**src/rtl/led_bar_animator.sv**
```systemverilog
// led_bar_animator: drives NUM_LEDS discrete LEDs from a binary level value.
// Modes: 00 bar, 01 single dot, 10 blinking bar, 11 animated fill (one LED
// per prescaler tick). An internal prescaler supplies the blink/step rate.
//
// Ports:
//   clk       system clock, rising edge
//   rst_n     synchronous active-low reset
//   value_in  requested level (0 = all LEDs off)
//   load      one-cycle strobe capturing value_in as the new target
//   mode      display mode select
//   leds      registered LED drive, bit 0 = lowest LED
//   busy      animated level still differs from target (mode 11 only)
//   overflow  current target was saturated to NUM_LEDS
module led_bar_animator #(
    parameter int unsigned NUM_LEDS = 9,
    parameter int unsigned VAL_W    = 4,
    parameter int unsigned TICK_DIV = 25_000_000
) (
    input  logic                clk,
    input  logic                rst_n,
    input  logic [VAL_W-1:0]    value_in,
    input  logic                load,
    input  logic [1:0]          mode,
    output logic [NUM_LEDS-1:0] leds,
    output logic                busy,
    output logic                overflow
);

    localparam int unsigned LVL_W = $clog2(NUM_LEDS + 1);
    localparam int unsigned PRE_W = $clog2(TICK_DIV);

    localparam logic [1:0] MODE_BAR   = 2'b00;
    localparam logic [1:0] MODE_DOT   = 2'b01;
    localparam logic [1:0] MODE_BLINK = 2'b10;
    localparam logic [1:0] MODE_ANIM  = 2'b11;

    logic [LVL_W-1:0]    target_q, target_d;
    logic [LVL_W-1:0]    level_q, level_d;
    logic [PRE_W-1:0]    presc_q, presc_d;
    logic                blink_q, blink_d;
    logic                overflow_q, overflow_d;
    logic [NUM_LEDS-1:0] leds_q, leds_d;
    logic                busy_q, busy_d;

    logic                tick_c;
    logic [NUM_LEDS-1:0] bar_c;
    logic [NUM_LEDS-1:0] dot_c;

    // Free-running prescaler and blink phase
    always_comb begin
        tick_c  = (presc_q == PRE_W'(TICK_DIV - 1));
        presc_d = tick_c ? '0 : presc_q + PRE_W'(1);
        blink_d = tick_c ? ~blink_q : blink_q;
    end

    // Target capture with saturation to NUM_LEDS
    always_comb begin
        target_d   = target_q;
        overflow_d = overflow_q;
        if (load) begin
            overflow_d = (32'(value_in) > NUM_LEDS);
            target_d   = overflow_d ? LVL_W'(NUM_LEDS) : LVL_W'(value_in);
        end
    end

    // Level tracks target directly, or steps one LED per tick in mode 11.
    // The step compares against the registered target, so a load landing on
    // a tick only steers from the following tick.
    always_comb begin
        level_d = level_q;
        if (mode != MODE_ANIM) begin
            level_d = target_q;
        end else if (tick_c) begin
            if (level_q < target_q) begin
                level_d = level_q + LVL_W'(1);
            end else if (level_q > target_q) begin
                level_d = level_q - LVL_W'(1);
            end
        end
    end

    // LED pattern decode from the registered level
    always_comb begin
        bar_c = '0;
        dot_c = '0;
        for (int unsigned i = 0; i < NUM_LEDS; i++) begin
            bar_c[i] = (32'(level_q) > i);
            dot_c[i] = (32'(level_q) == i + 1);
        end

        leds_d = '0;
        case (mode)
            MODE_BAR:   leds_d = bar_c;
            MODE_DOT:   leds_d = dot_c;
            MODE_BLINK: leds_d = blink_q ? bar_c : '0;
            MODE_ANIM:  leds_d = bar_c;
            default:    leds_d = '0;
        endcase

        busy_d = (mode == MODE_ANIM) && (level_q != target_q);
    end

    always_ff @(posedge clk) begin
        if (!rst_n) begin
            target_q   <= '0;
            level_q    <= '0;
            presc_q    <= '0;
            blink_q    <= 1'b1;
            overflow_q <= 1'b0;
            leds_q     <= '0;
            busy_q     <= 1'b0;
        end else begin
            target_q   <= target_d;
            level_q    <= level_d;
            presc_q    <= presc_d;
            blink_q    <= blink_d;
            overflow_q <= overflow_d;
            leds_q     <= leds_d;
            busy_q     <= busy_d;
        end
    end

    assign leds     = leds_q;
    assign busy     = busy_q;
    assign overflow = overflow_q;

endmodule

```
**config.mk**
```make
export PLATFORM = sky130hd
export DESIGN_NAME = led_bar_animator
export DESIGN_NICKNAME = d
export VERILOG_FILES = /design/src/rtl/led_bar_animator.sv
export SDC_FILE = /design/constraint.sdc
export NUM_CORES = 1
export LEC_CHECK = 0
export ABC_AREA = 1
export CAP_MARGIN = 20
export CELL_PAD_IN_SITES_DETAIL_PLACEMENT = 1
export CELL_PAD_IN_SITES_GLOBAL_PLACEMENT = 1
export CORE_ASPECT_RATIO = 0.6
export CORE_UTILIZATION = 40
export DETAILED_ROUTE_END_ITERATION = 8
export PLACE_DENSITY_LB_ADDON = 0.1
export SYNTH_ARGS = -nofsm -noshare
export SYNTH_HDL_FRONTEND = slang
export SYNTH_SLANG_ARGS = --single-unit
```
**constraint.sdc**
```tcl
create_clock -name clk -period 2.2 [get_ports clk]
set_input_delay 0.66 -clock clk [delete_from_list [all_inputs] [get_ports clk]]
set_output_delay 0.66 -clock clk [all_outputs]
set_load 0.05 [all_outputs]
```
==> reports/metrics.yaml, run 1 <==
yosys-top-cells-count: "nand2_1 (88), inv_1 (50), dfxtp_1 (45), nor2_1 (45), nand3_1 (28)"
post-route-util: 0.483
ys_ff_latch: 45
cts_setup_buffers: 0
slew_viol_final: 0
grt_pass1_vias: 2306
r2r_cells: 9
tritoncts: "done"
pre_cts_ws_ns: 0.0627
maxSlewHeadroom: 0.659
synthesis.instances: 369
path_max_fanout: 2
critical-path-top-delay-family: "buffers and inverters"
antenna_found_initial: 0
firstDrtPassIters: 4
rsz0062_at_grt: "false"
cts_buffers: 5
fin_crit_sh: 0.954
place_congestion: 0.884
yosysTopAreaCellShare: 0.348
power_frac_seq: 0.511
p_total_mw: 1.68
synth.distinct_cells: 36
fin_hold_ws_ns: 0.459
wl_per_cell_um: 14.2
setup_slack_ns: 0.100
power.switching_uw: 507
setup_viol: 0
status: "completed"
drcViolationCount: 0
core_area_um2: 6170
io_buffers: 19
root_buffer: "clkbuf_8"
clock_path_buffers: 2
grt_pass1_wl_um: 11500
viasPerCell: 4.99
cp.depth: 1
fmax_mhz: 476
final_cells: 483
yosys-top-cells-area: "dfxtp_1 (35%), nand2_1 (13%), inv_1 (7.2%), nor2_1 (6.5%), ha_1 (6.3%)"
synth-adder-area-share: 0.0628
die_w_um: 106
synth.most_common_cell: "nand2_1"
peakVddDrop_mv: 0.237
diodes: 0
synth_edf_count: 0
gr-total-overflow: 0
worst_pin_slew_ns: 0.509
avgSynthCellArea_um2: 7.02
ys_async_sr_fraction: 0
hold_path_depth: 1
vias: 2409
leakage_nw: 1.17
fp.dieH_um: 64.3
cpPeakStageDelay_ns: 0.81
synth.largest_area_cell: "dfxtp_1"
dpl.hpwl_um: 5510
cp.required_ns: 1.54
hold_viol: 0
grt_max_degree: 25
ant_nets: 0
drtIter0Drc: 120
yosysWarnings: 0
regToRegSetupSlack_ns: 0.27
synth_compound_area_frac: 0.103
initial_core_util: 0.420
combPwrFrac: 0.183
synth_ff_type: "dfxtp_1"
synth_top_family_by_area: "simple AND/OR/NAND/NOR gates"
row_count: 22
drv_cap: 0
area_growth_pct: 15.1
crit_path_end_kind: "output pin"
cts_hold_buf: 0
cp.arrival_ns: 1.44
setup_tns_ns: 0
dp_cells: 475
track_usage: 0.218
synth_fp_nets: 391
layout_min_cycle_time_ns: 2.10
final_nets: 420
synth_area_um2: 2590
power.density_nw_per_um2: 565
clk_latency_ns: 0.30
min_path_type: "reg -> reg"
crit_path_start_kind: "register"
cts_resized: 0
die-area_um2: 6810
path_clk_slew_ns: 0.09
crit_chain: "clkdlybuf4s50_1"
synth_seq_area_share: 0.348
power_frac_clock: 0.306
internal-power_mw: 1.18
synth-xor-area-share: 0.0169
fin_skew_ns: 0.0120
ios: 20
cts_max_level: 2
fin_area_um2: 2980
wl_um: 6840
synthSimpleGateAreaFrac: 0.374
cts_sinks: 45
synth_mux_area_frac: 0
cp_num_buf_inv: 1
crit_path_top_delay_cell: "clkdlybuf4s50_1"
place_area_um2: 2900
switching_share: 0.301
crit_type: "reg -> out"
layout-drive-gt1-share: 0.115
-- cells in the final DEF (no fill, tap or decap) --
master / instances
nor3_2: 5
nor2_4: 2
clkbuf_1: 2
a21o_2: 1
ha_1: 13
a31oi_1: 2
nor3_1: 8
xor2_1: 4
clkdlybuf4s50_1: 19
nand3b_1: 3
o21ai_0: 9
o211ai_1: 1
o21a_1: 2
nand3_2: 2
a21oi_1: 21
nand4_1: 8
inv_1: 50
nand3_1: 28
xnor2_1: 1
nand2_2: 7
a22oi_1: 1
clkinvlp_4: 1
clkbuf_8: 5
nand2_4: 1
nor3b_2: 2
nor2_1: 45
buf_4: 9
nand2_1: 88
a211oi_1: 1
nor3_4: 1
a21oi_2: 6
o21ai_1: 1
nor2_2: 3
nor3b_1: 1
dfxtp_1: 45
clkinv_2: 1
-- final timing paths --
path,from,endpoint
setup / recovery,overflow,overflow
setup reg to reg,level_q[3],level_q[0]
hold reg to reg,presc_q[0],presc_q[0]
hold / removal,presc_q[0],presc_q[0]
-- per-layer routing --
layer  GRT usage  wire [um]
met5           0          0
met4      0.0417         43
met2       0.309       2620
met3      0.0449        275
met1       0.335       3900
-- power by group through the flow --
stage          Clock (mW)  Sequential, mW  Combinational, mW
5_1_grt             0.576           0.865              0.344
3_3_place_gp            0           0.879              0.301
3_5_place_dp            0           0.880              0.307
2_1_floorplan           0           0.918              0.168
4_1_cts             0.535           0.862              0.310
6_report            0.515           0.861              0.307
-- state kept, by name, indices dropped and copies added (netlist names) --
name	cells
presc_q	25
leds	9
level_q	4
target_q	4
blink_q	1
busy	1
overflow	1
-- logic make-up (layout without fill, tap and decap cells) --
group	Yosys count	in the layout
DFF	45	45
buffers and inverters	57	87
adders and majority gates	13	13
xor gates and xnor gates	5	5
and+or+nand+nor	204	204
AOI/OAI and AO/OA	45	45
-- final cells by class --
class | instances | area, um2
clock buffers | 7 | 76.3
clock inverters | 1 | 7.51
fillers | 826 | 3190
inverters | 51 | 193
multi-input cells | 267 | 1440
flip-flops and latches | 45 | 901
well taps | 84 | 105
repair buffers | 28 | 258
(Power assumes the default switching activity.)
==> run 2, diff against run 1 <==
--- a/config.mk
+++ b/config.mk
@@ -9,7 +9,7 @@
 export CAP_MARGIN = 20
 export CELL_PAD_IN_SITES_DETAIL_PLACEMENT = 1
 export CELL_PAD_IN_SITES_GLOBAL_PLACEMENT = 1
-export CORE_ASPECT_RATIO = 0.6
+export CORE_ASPECT_RATIO = 1.4
 export CORE_UTILIZATION = 40
 export DETAILED_ROUTE_END_ITERATION = 8
 export PLACE_DENSITY_LB_ADDON = 0.1
==> run 2 against run 1 <==
  * Cell count fell by 2.3%
  * Clock skew down 0.0046 ns
  * Via count grew 1.2%
  * Global-route usage is essentially flat
  * Register-to-register slack improved by 0.08 ns
  * Non-clock buffer count increased by 1
  * Hold slack got worse by 0.0083 ns
  * First-iteration DRC count is 53% lower
  * Die area about the same
  * Design area up 1.4%
==> reports/metrics.yaml, run 2 (same netlist as run 1, synthesis figures left out) <==
firstDrtPassIters: 4  # unchanged
track_usage: 0.219  # about the same
dpl.hpwl_um: 5310  # -3.7%
layout_min_cycle_time_ns: 2.11  # +0.00761 ns
final_nets: 421  # +0.24%
io_buffers: 19  # unchanged
cts_buffers: 5  # unchanged
final_cells: 472  # -2.3%
peakVddDrop_mv: 0.347  # +46%
die_w_um: 70.0  # -34%
ant_nets: 0  # unchanged
crit_path_end_kind: "output pin"
drv_cap: 0  # unchanged
clk_latency_ns: 0.31  # about the same
core_area_um2: 6210  # +0.73%
power.density_nw_per_um2: 639  # +13%
fin_crit_sh: 0.958  # +0.00346
path_clk_slew_ns: 0.09  # about the same
wl_um: 6680  # -2.4%
drcViolationCount: 0  # unchanged
crit_path_top_delay_cell: "clkdlybuf4s50_1"
worst_pin_slew_ns: 0.512  # +0.00302 ns
clock_path_buffers: 2  # unchanged
setup_viol: 0  # unchanged
place_congestion: 0.820  # -7.1%
grt_pass1_vias: 2568  # +11%
fillers: 818  # -0.97%
tritoncts: "done"
path_max_fanout: 1  # -1
p_total_mw: 1.93  # +15%
dp_cells: 464  # -2.3%
gr-total-overflow: 0  # unchanged
cts_hold_buf: 0  # unchanged
critical-path-top-delay-family: "buffers and inverters"
drtIter0Drc: 57  # -53%
grt_pass1_wl_um: 11900  # +3.8%
fin_area_um2: 3020  # +1.4%
fin_skew_ns: 0.00738  # -0.00460 ns
wl_per_cell_um: 14.2  # about the same
maxSlewHeadroom: 0.658  # -0.00132
cp.required_ns: 1.54  # about the same
cpPeakStageDelay_ns: 0.80  # about the same
multiInputGateArea_um2: 1440  # unchanged
row_count: 34  # +55%
layout_commonest_cell: "nand2_1"
cts_resized: 0  # unchanged
ios: 20  # unchanged
vias: 2439  # +1.2%
die-area_um2: 6800  # about the same
fmax_mhz: 475  # -0.36%
grt_max_degree: 25  # unchanged
largest_reg_flops: 25  # unchanged
viasPerCell: 5.17  # +3.6%
rsz0062_at_grt: "false"
antenna_found_initial: 0  # unchanged
layout_common_cells: "nand2_1 (88), inv_1 (50), nor2_1 (45), dfxtp_1 (45), nand3_1 (28)"
slew_viol_final: 0  # unchanged
cp.arrival_ns: 1.45  # about the same
cts_max_level: 2  # unchanged
fin_hold_ws_ns: 0.451  # -0.00834 ns
crit_path_start_kind: "register"
area_growth_pct: 16.8
leakage_nw: 1.20  # +2.9%
fp.dieH_um: 97.2  # +51%
seq_area_um2: 901  # unchanged
hold_viol: 0  # unchanged
layout-drive-gt1-share: 0.123  # +0.00721
min_path_type: "reg -> reg"
top_register: "presc_q"
diodes: 0  # unchanged
crit_type: "reg -> out"
crit_chain: "clkdlybuf4s50_1"
root_buffer: "clkbuf_8"
cts_setup_buffers: 0  # unchanged
cts_sinks: 45  # unchanged
status: "completed"
cp_num_buf_inv: 1  # unchanged
initial_core_util: 0.417  # -0.00304
place_area_um2: 2890  # -0.26%
setup_tns_ns: 0  # unchanged
[run 2: stage by stage]
stage	utilization	setup WS, ns
after floorplan	-	0.522
after global placement	0.465	0.0949
after detailed placement	0.465	0.0438
after CTS	0.487	0.0771
after global routing	0.487	0.0521
final	0.487	0.0926
[run 2: worst register-to-register path, cell delays in order, from the launching register on]
cell	delay (ns)
dfxtp_1	0.49
ha_1	0.31
nand2_1	0.09
inv_1	0.04
nand2_1	0.12
nand2_1	0.13
nand2_1	0.11
nand3_2	0.14
nand2_2	0.10
inv_1	0.06
nor2_1	0.10
nor2_1	0.05
[run 2: layout make-up]
type | count | area share
Multi-Input combinational cell | 267 | 0.476
Sequential cell | 45 | 0.298
Tap cell | 72 | 0.0298
Inverter | 51 | 0.0637
Clock buffer | 5 | 0.0228
Clock inverter | 3 | 0.0215
Timing Repair Buffer | 29 | 0.0877
[run 2: final timing paths]
kind	from	slack, ns	cells past startpoint	endpoint
min reg2reg	presc_q[0]	0.45	1	presc_q[0]
max reg2reg	level_q[3]	0.35	11	level_q[2]
max	leds[8]	0.09	1	leds[8]
min	presc_q[0]	0.45	1	presc_q[0]
[run 2: power by group]
| group | switching (mW) | internal, mW |
|---|---|---|
| sequential | 0.0188 | 0.841 |
| clock | 0.311 | 0.452 |
| combinational | 0.196 | 0.113 |
| total | 0.526 | 1.41 |
[run 2: routing by layer]
metal	GRT usage	routed length (um)	vias to the layer above
li1	-	-	1238
met1	0.235	2640	1165
met2	0.416	3780	23
met3	0.0301	100	13
met4	0.0892	165	0
met5	0	0	-
==> run 3, diff against run 2 <==
--- a/config.mk
+++ b/config.mk
@@ -5,13 +5,13 @@
 export SDC_FILE = /design/constraint.sdc
 export NUM_CORES = 1
 export LEC_CHECK = 0
-export ABC_AREA = 1
 export CAP_MARGIN = 20
 export CELL_PAD_IN_SITES_DETAIL_PLACEMENT = 1
 export CELL_PAD_IN_SITES_GLOBAL_PLACEMENT = 1
 export CORE_ASPECT_RATIO = 1.4
 export CORE_UTILIZATION = 40
 export DETAILED_ROUTE_END_ITERATION = 8
+export GPL_ROUTABILITY_DRIVEN = 0
 export PLACE_DENSITY_LB_ADDON = 0.1
 export SYNTH_ARGS = -nofsm -noshare
 export SYNTH_HDL_FRONTEND = slang
==> run 3 against run 2 <==
  * Synthesized cell count is 28% lower
  * Clock skew is 0.0010 ns lower
  * Cell count is 21% lower
  * Clock power is 19% lower
  * Sequential power is 1% lower
  * Routed wire length is 16% lower
  * Count of clock-buffer cells in the layout stayed put
  * Die area is 10% lower
  * Non-clock buffer count is 12 higher
  * Hold slack better by 0.031 ns
  * Total power is 9.5% lower
  * Critical path type unchanged
==> reports/metrics.yaml, run 3 <==
synth_seq_area_share: 0.390  # +0.0416
largest_reg_flops: 25  # unchanged
status: "completed"
top_register: "presc_q"
multiInputGateArea_um2: 1320  # -8.2%
fp.dieH_um: 92.0  # -5.4%
antenna_found_initial: 0  # unchanged
layout_common_cells: "nor2_1 (45), dfxtp_1 (45), buf_4 (21), clkdlybuf4s50_1 (19), xnor2_1 (18)"
cts_hold_buf: 0  # unchanged
core_area_um2: 5530  # -11%
crit_chain: "clkdlybuf4s50_1"
fin_area_um2: 2830  # -6.4%
firstDrtPassIters: 3  # -1
synth_ff_type: "dfxtp_1"
yosysTopAreaCellShare: 0.390  # +0.0416
setup_viol: 0  # unchanged
final_cells: 371  # -21%
peakVddDrop_mv: 0.297  # -15%
hold_viol: 0  # unchanged
cts_sinks: 45  # unchanged
clock_path_buffers: 2  # unchanged
synth_edf_count: 0  # unchanged
tritoncts: "done"
crit_type: "reg -> out"
synthesis.instances: 265  # -28%
critical-path-top-delay-family: "buffers and inverters"
die_w_um: 66.3  # -5.3%
slew_viol_final: 0  # unchanged
crit_path_top_delay_cell: "clkdlybuf4s50_1"
dpl.hpwl_um: 4360  # -18%
layout_min_cycle_time_ns: 2.09  # -0.0139 ns
cp.arrival_ns: 1.43  # -0.02 ns
fin_crit_sh: 0.952  # -0.00633
synth_fp_nets: 287  # -27%
regToRegSetupSlack_ns: 0.18  # -0.17 ns
ant_nets: 0  # unchanged
crit_path_end_kind: "output pin"
cpPeakStageDelay_ns: 0.80  # about the same
wl_um: 5640  # -16%
maxSlewHeadroom: 0.669  # +0.0110
diodes: 0  # unchanged
root_buffer: "clkbuf_8"
initial_core_util: 0.418  # +0.00168
grt_pass1_vias: 2104  # -18%
path_max_fanout: 2  # +1
cts_max_level: 2  # unchanged
drcViolationCount: 0  # unchanged
ios: 20  # unchanged
vias: 2004  # -18%
rsz0062_at_grt: "false"
grt_pass1_wl_um: 9690  # -18%
final_nets: 325  # -23%
synth_area_um2: 2310  # -11%
crit_path_start_kind: "register"
clk_latency_ns: 0.30  # about the same
dp_cells: 364  # -22%
worst_pin_slew_ns: 0.495  # -0.0174 ns
fillers: 670  # -18%
setup_slack_ns: 0.106  # +0.0139 ns
pre_cts_ws_ns: -0.0224  # -0.0662 ns
path_clk_slew_ns: 0.09  # about the same
io_buffers: 19  # unchanged
power.density_nw_per_um2: 618  # -3.3%
yosysWarnings: 0  # unchanged
leakage_nw: 1.08  # -10%
p_total_mw: 1.75  # -9.5%
row_count: 32  # -5.9%
drv_cap: 0  # unchanged
synth.distinct_cells: 52  # +44%
synth.largest_area_cell: "dfxtp_1"
cp_num_buf_inv: 1  # unchanged
place_area_um2: 2720  # -5.9%
yosys-top-cells-area: "dfxtp_1 (39%), nor2_1 (7.3%), ha_1 (7.0%), xnor2_1 (6.8%), xor2_1 (3.0%)"
ys_async_sr_fraction: 0  # unchanged
seq_area_um2: 901  # unchanged
grt_max_degree: 26  # +4.0%
area_growth_pct: 22.3
die-area_um2: 6090  # -10%
yosys-top-cells-count: "dfxtp_1 (45), nor2_1 (45), xnor2_1 (18)"
viasPerCell: 5.40  # +4.5%
cp.required_ns: 1.54  # about the same
drtIter0Drc: 74  # +30%
track_usage: 0.208  # -0.0104
avgSynthCellArea_um2: 8.73  # +24%
cts_buffers: 5  # unchanged
fmax_mhz: 478  # +0.66%
cts_setup_buffers: 0  # unchanged
layout-drive-gt1-share: 0.129  # +0.00621
wl_per_cell_um: 15.2  # +7.3%
min_path_type: "reg -> reg"
gr-total-overflow: 0  # unchanged
fin_skew_ns: 0.00634  # -0.00105 ns
ys_ff_latch: 45  # unchanged
==> run 3: changes by cell type after synthesis, moves of 4 or more <==
| cell | delta |
|---|---|
| xor2_1 | +4 |
| nand2_1 | -72 |
| a21oi_1 | -9 |
| nor3_2 | -4 |
| nand4_1 | -4 |
| and4_1 | +5 |
| xnor2_1 | +17 |
| nand3_1 | -17 |
| and3_1 | +5 |
| a21oi_2 | -6 |
| o21ai_0 | -5 |
| nand2_2 | -7 |
| inv_1 | -37 |
==> run 3: metrics by stage <==
step / util / hold slack (ns) / setup TNS [ns]
final: 0.512 / 0.482 / 0
after floorplan: - / 0.446 / 0
after CTS: 0.511 / 0.492 / 0
after detailed placement: 0.492 / 0.471 / -0.0481
after global routing: 0.512 / 0.515 / 0
after global placement: 0.492 / 0.467 / -0.00713
==> run 3: path summary, 6_finish.rpt <==
check	start	to	cells past startpoint
worst min-delay path	target_q[1]	target_q[1]	2
worst max-delay path	overflow	overflow	1
worst max register to register	target_q[3]	level_q[3]	7
worst min register to register	target_q[1]	target_q[1]	2
==> run 3: kinds of logic after synthesis <==
| group | share of synthesized area |
|---|---|
| muxes | 0.00866 |
| xor gates and xnor gates | 0.0985 |
| AOI/OAI and AO/OA | 0.115 |
| buffers and inverters | 0.0411 |
| DFF | 0.390 |
| and+or+nand+nor | 0.277 |
| adders and majority gates | 0.0703 |
==> run 3: final cells by class <==
type,instances,area share
Multi-Input combinational cell,197,0.467
Sequential cell,45,0.318
Clock inverter,2,0.0124
Inverter,13,0.0172
Tap cell,68,0.0301
Clock buffer,5,0.0243
Timing Repair Buffer,41,0.130
==> run 3: power breakdown <==
group | internal (mW) | switching [mW] | total [mW]
Clock | 0.331 | 0.289 | 0.620
Sequential | 0.836 | 0.0145 | 0.851
Combinational | 0.115 | 0.163 | 0.278
==> run 3: what timing repair did <==
item | in CTS | in global routing
resized for setup | 0 | 1
endpoints found under the setup margin | 0 | 2
hold endpoints to repair | 0 | 0
==> run 3: worst reg2reg max path, stage by stage (launching register included) <==
cell and delay (ns):
dfxtp_1 0.33, inv_1 0.06, ha_1 0.30, a21oi_1 0.29
a311oi_2 0.21, nor4_4 0.38, o2111ai_1 0.19, o311a_1 0.16
==> run 3: per-layer routing <==
layer	wire, um	GRT usage
met2	3150	0.396
met4	114	0.0762
met3	76	0.0311
met5	0	0
met1	2300	0.222
==> variant: new RTL, flow settings as in run 2 <==
`VAL_W`: 4 -> 6.
--- a/src/rtl/led_bar_animator.sv
+++ b/src/rtl/led_bar_animator.sv
@@ -13,7 +13,7 @@
 //   overflow  current target was saturated to NUM_LEDS
 module led_bar_animator #(
     parameter int unsigned NUM_LEDS = 9,
-    parameter int unsigned VAL_W    = 4,
+    parameter int unsigned VAL_W    = 6,
     parameter int unsigned TICK_DIV = 25_000_000
 ) (
     input  logic                clk,
Interface: changed (resized value_in); port bits go from 20 to 22. No check against the original RTL was run, so the function may have changed too.
==> variant against run 2 <==
Sequential power is 2% higher. Largest power group unchanged. Power is 13% lower. Sequential cell count unchanged. Cell area down 4.6%. Area after synthesis down 4.7%. Die area fell by 4.6%. Core utilization grew 0.15 points. Wire length is 5.7% lower. Worst setup slack worse by 0.0017 ns.
==> variant: results (changes against run 2) <==
| Metric | Value |
|---|---|
| Power in the clock group | `0.490 mW (-36%)` |
| Routed WL per cell | `13.5 um (-4.3%)` |
| Routed vias | `2351 (-3.6%)` |
| PwrDens | `586 nW/um^2 (-8.3%)` |
| Wire length of the first global-routing pass | `10300 um (-14%)` |
| Multi-input gate area in the final layout | `1330 sq um (-8.0%)` |
| Syn avg cell area | `6.78 sq um (-3.4%)` |
| GPL Wtd Cong | `0.793 (-3.4%)` |
| Average via count per standard cell | `5.06 (-2.2%)` |
| Total nets after synthesis | `387 (-1.0%)` |
| Global routing usage on met3 | `4.11% (+1.1 points)` |
| Endpoint of the worst register-to-register path | `level_q[3]` |
| Placed wire-length estimate | `4990 um (-6.0%)` |
| Cell types with the highest counts after synthesis | `sky130_fd_sc_hd__nand2_1, sky130_fd_sc_hd__inv_1, sky130_fd_sc_hd__nor2_1` |
| Static leakage power | `1.18 nW (-2.1%)` |
| I/O Buffers | `21 (+2)` |
| Placed Area | `2810 sq um (-2.8%)` |
| Power dissipated by switching net loads | `0.512 mW (-2.7%)` |
| Total non-filler cell area in the finished layout | `2880 sq um (-4.6%)` |
| Proportion of synthesized chip area in sequential cells | `36.5% (+1.7 points)` |
| Top post-synthesis cells by area | `sky130_fd_sc_hd__dfxtp_1, sky130_fd_sc_hd__nand2_1, sky130_fd_sc_hd__inv_1` |
| Status | `completed` |
| Gr usage total | `21.2% (-0.69 points)` |
| Proportion of final cell area spent on non-clock buffers | `10.4% (+1.6 points)` |
| Headroom to the max-slew limit | `65.8% (about the same)` |
| # placed instances | `459 (-1.1%)` |
| Met2 demand-to-capacity share in global routing | `41.3% (-0.38 points)` |
| Number of cells traversed by the worst hold path | `1 (unchanged)` |
| Area fraction in compound gates after synthesis | `8.83% (-1.5 points)` |
| Die area | `6490 sq um (-4.6%)` |
| Worst hold slack | `0.476 ns (+0.0254 ns)` |
| Number of DRC violations after detailed-routing iteration 0 | `53 (-7.0%)` |
| Total number of nets in the final design | `419 (-0.48%)` |
| Reg2Reg Depth | `8 (-3)` |
| Pre-CTS worst setup slack | `-0.112 ns (-0.156 ns)` |
| Non-clock buffer instance count of the final layout | `33 (+14%)` |
| Largest register FFs | `25 (unchanged)` |
| Worst IR Drop VDD | `0.000291 V (-16%)` |
| Highest net fanout along the worst path | `2 (+1)` |
| Worst path max stage delay | `0.80 ns (about the same)` |
| Clock skew | `0.00480 ns (-0.00259 ns)` |
| Non-Clock Inverter Count | `52 (+2.0%)` |
| Cell variety after synth | `28 (-22%)` |
| Fraction of synthesized area in multiplexers | `0% (unchanged)` |
| Met3 routed WL | `115 um (+15%)` |
| Met2 wire len | `3520 um (-6.8%)` |
| Comb power frac | `19.4% (+3.4 points)` |
| Wl on met1 | `2540 um (-3.8%)` |
| Fill cell count | `808 (-1.2%)` |
variant: cell types whose count changed after synthesis, moves of 3 or more:
| cell | delta |
|---|---|
| sky130_fd_sc_hd__a21oi_2 | -6 |
| sky130_fd_sc_hd__nor3b_1 | +3 |
| sky130_fd_sc_hd__or2_2 | +4 |
| sky130_fd_sc_hd__nand2_1 | -7 |
| sky130_fd_sc_hd__xor2_1 | +3 |
| sky130_fd_sc_hd__nor3_2 | -4 |
| sky130_fd_sc_hd__nor2_1 | +4 |
| sky130_fd_sc_hd__a21oi_1 | +8 |
variant: worst max-delay path by stage:
stage	from	endpoint	cells after the start
2_1_floorplan	mode[1]	leds[8]	7
4_1_cts	overflow	overflow	1
3_5_place_dp	mode[0]	leds[8]	8
5_1_grt	overflow	overflow	1
6_report	overflow	overflow	1
3_3_place_gp	mode[0]	leds[8]	8
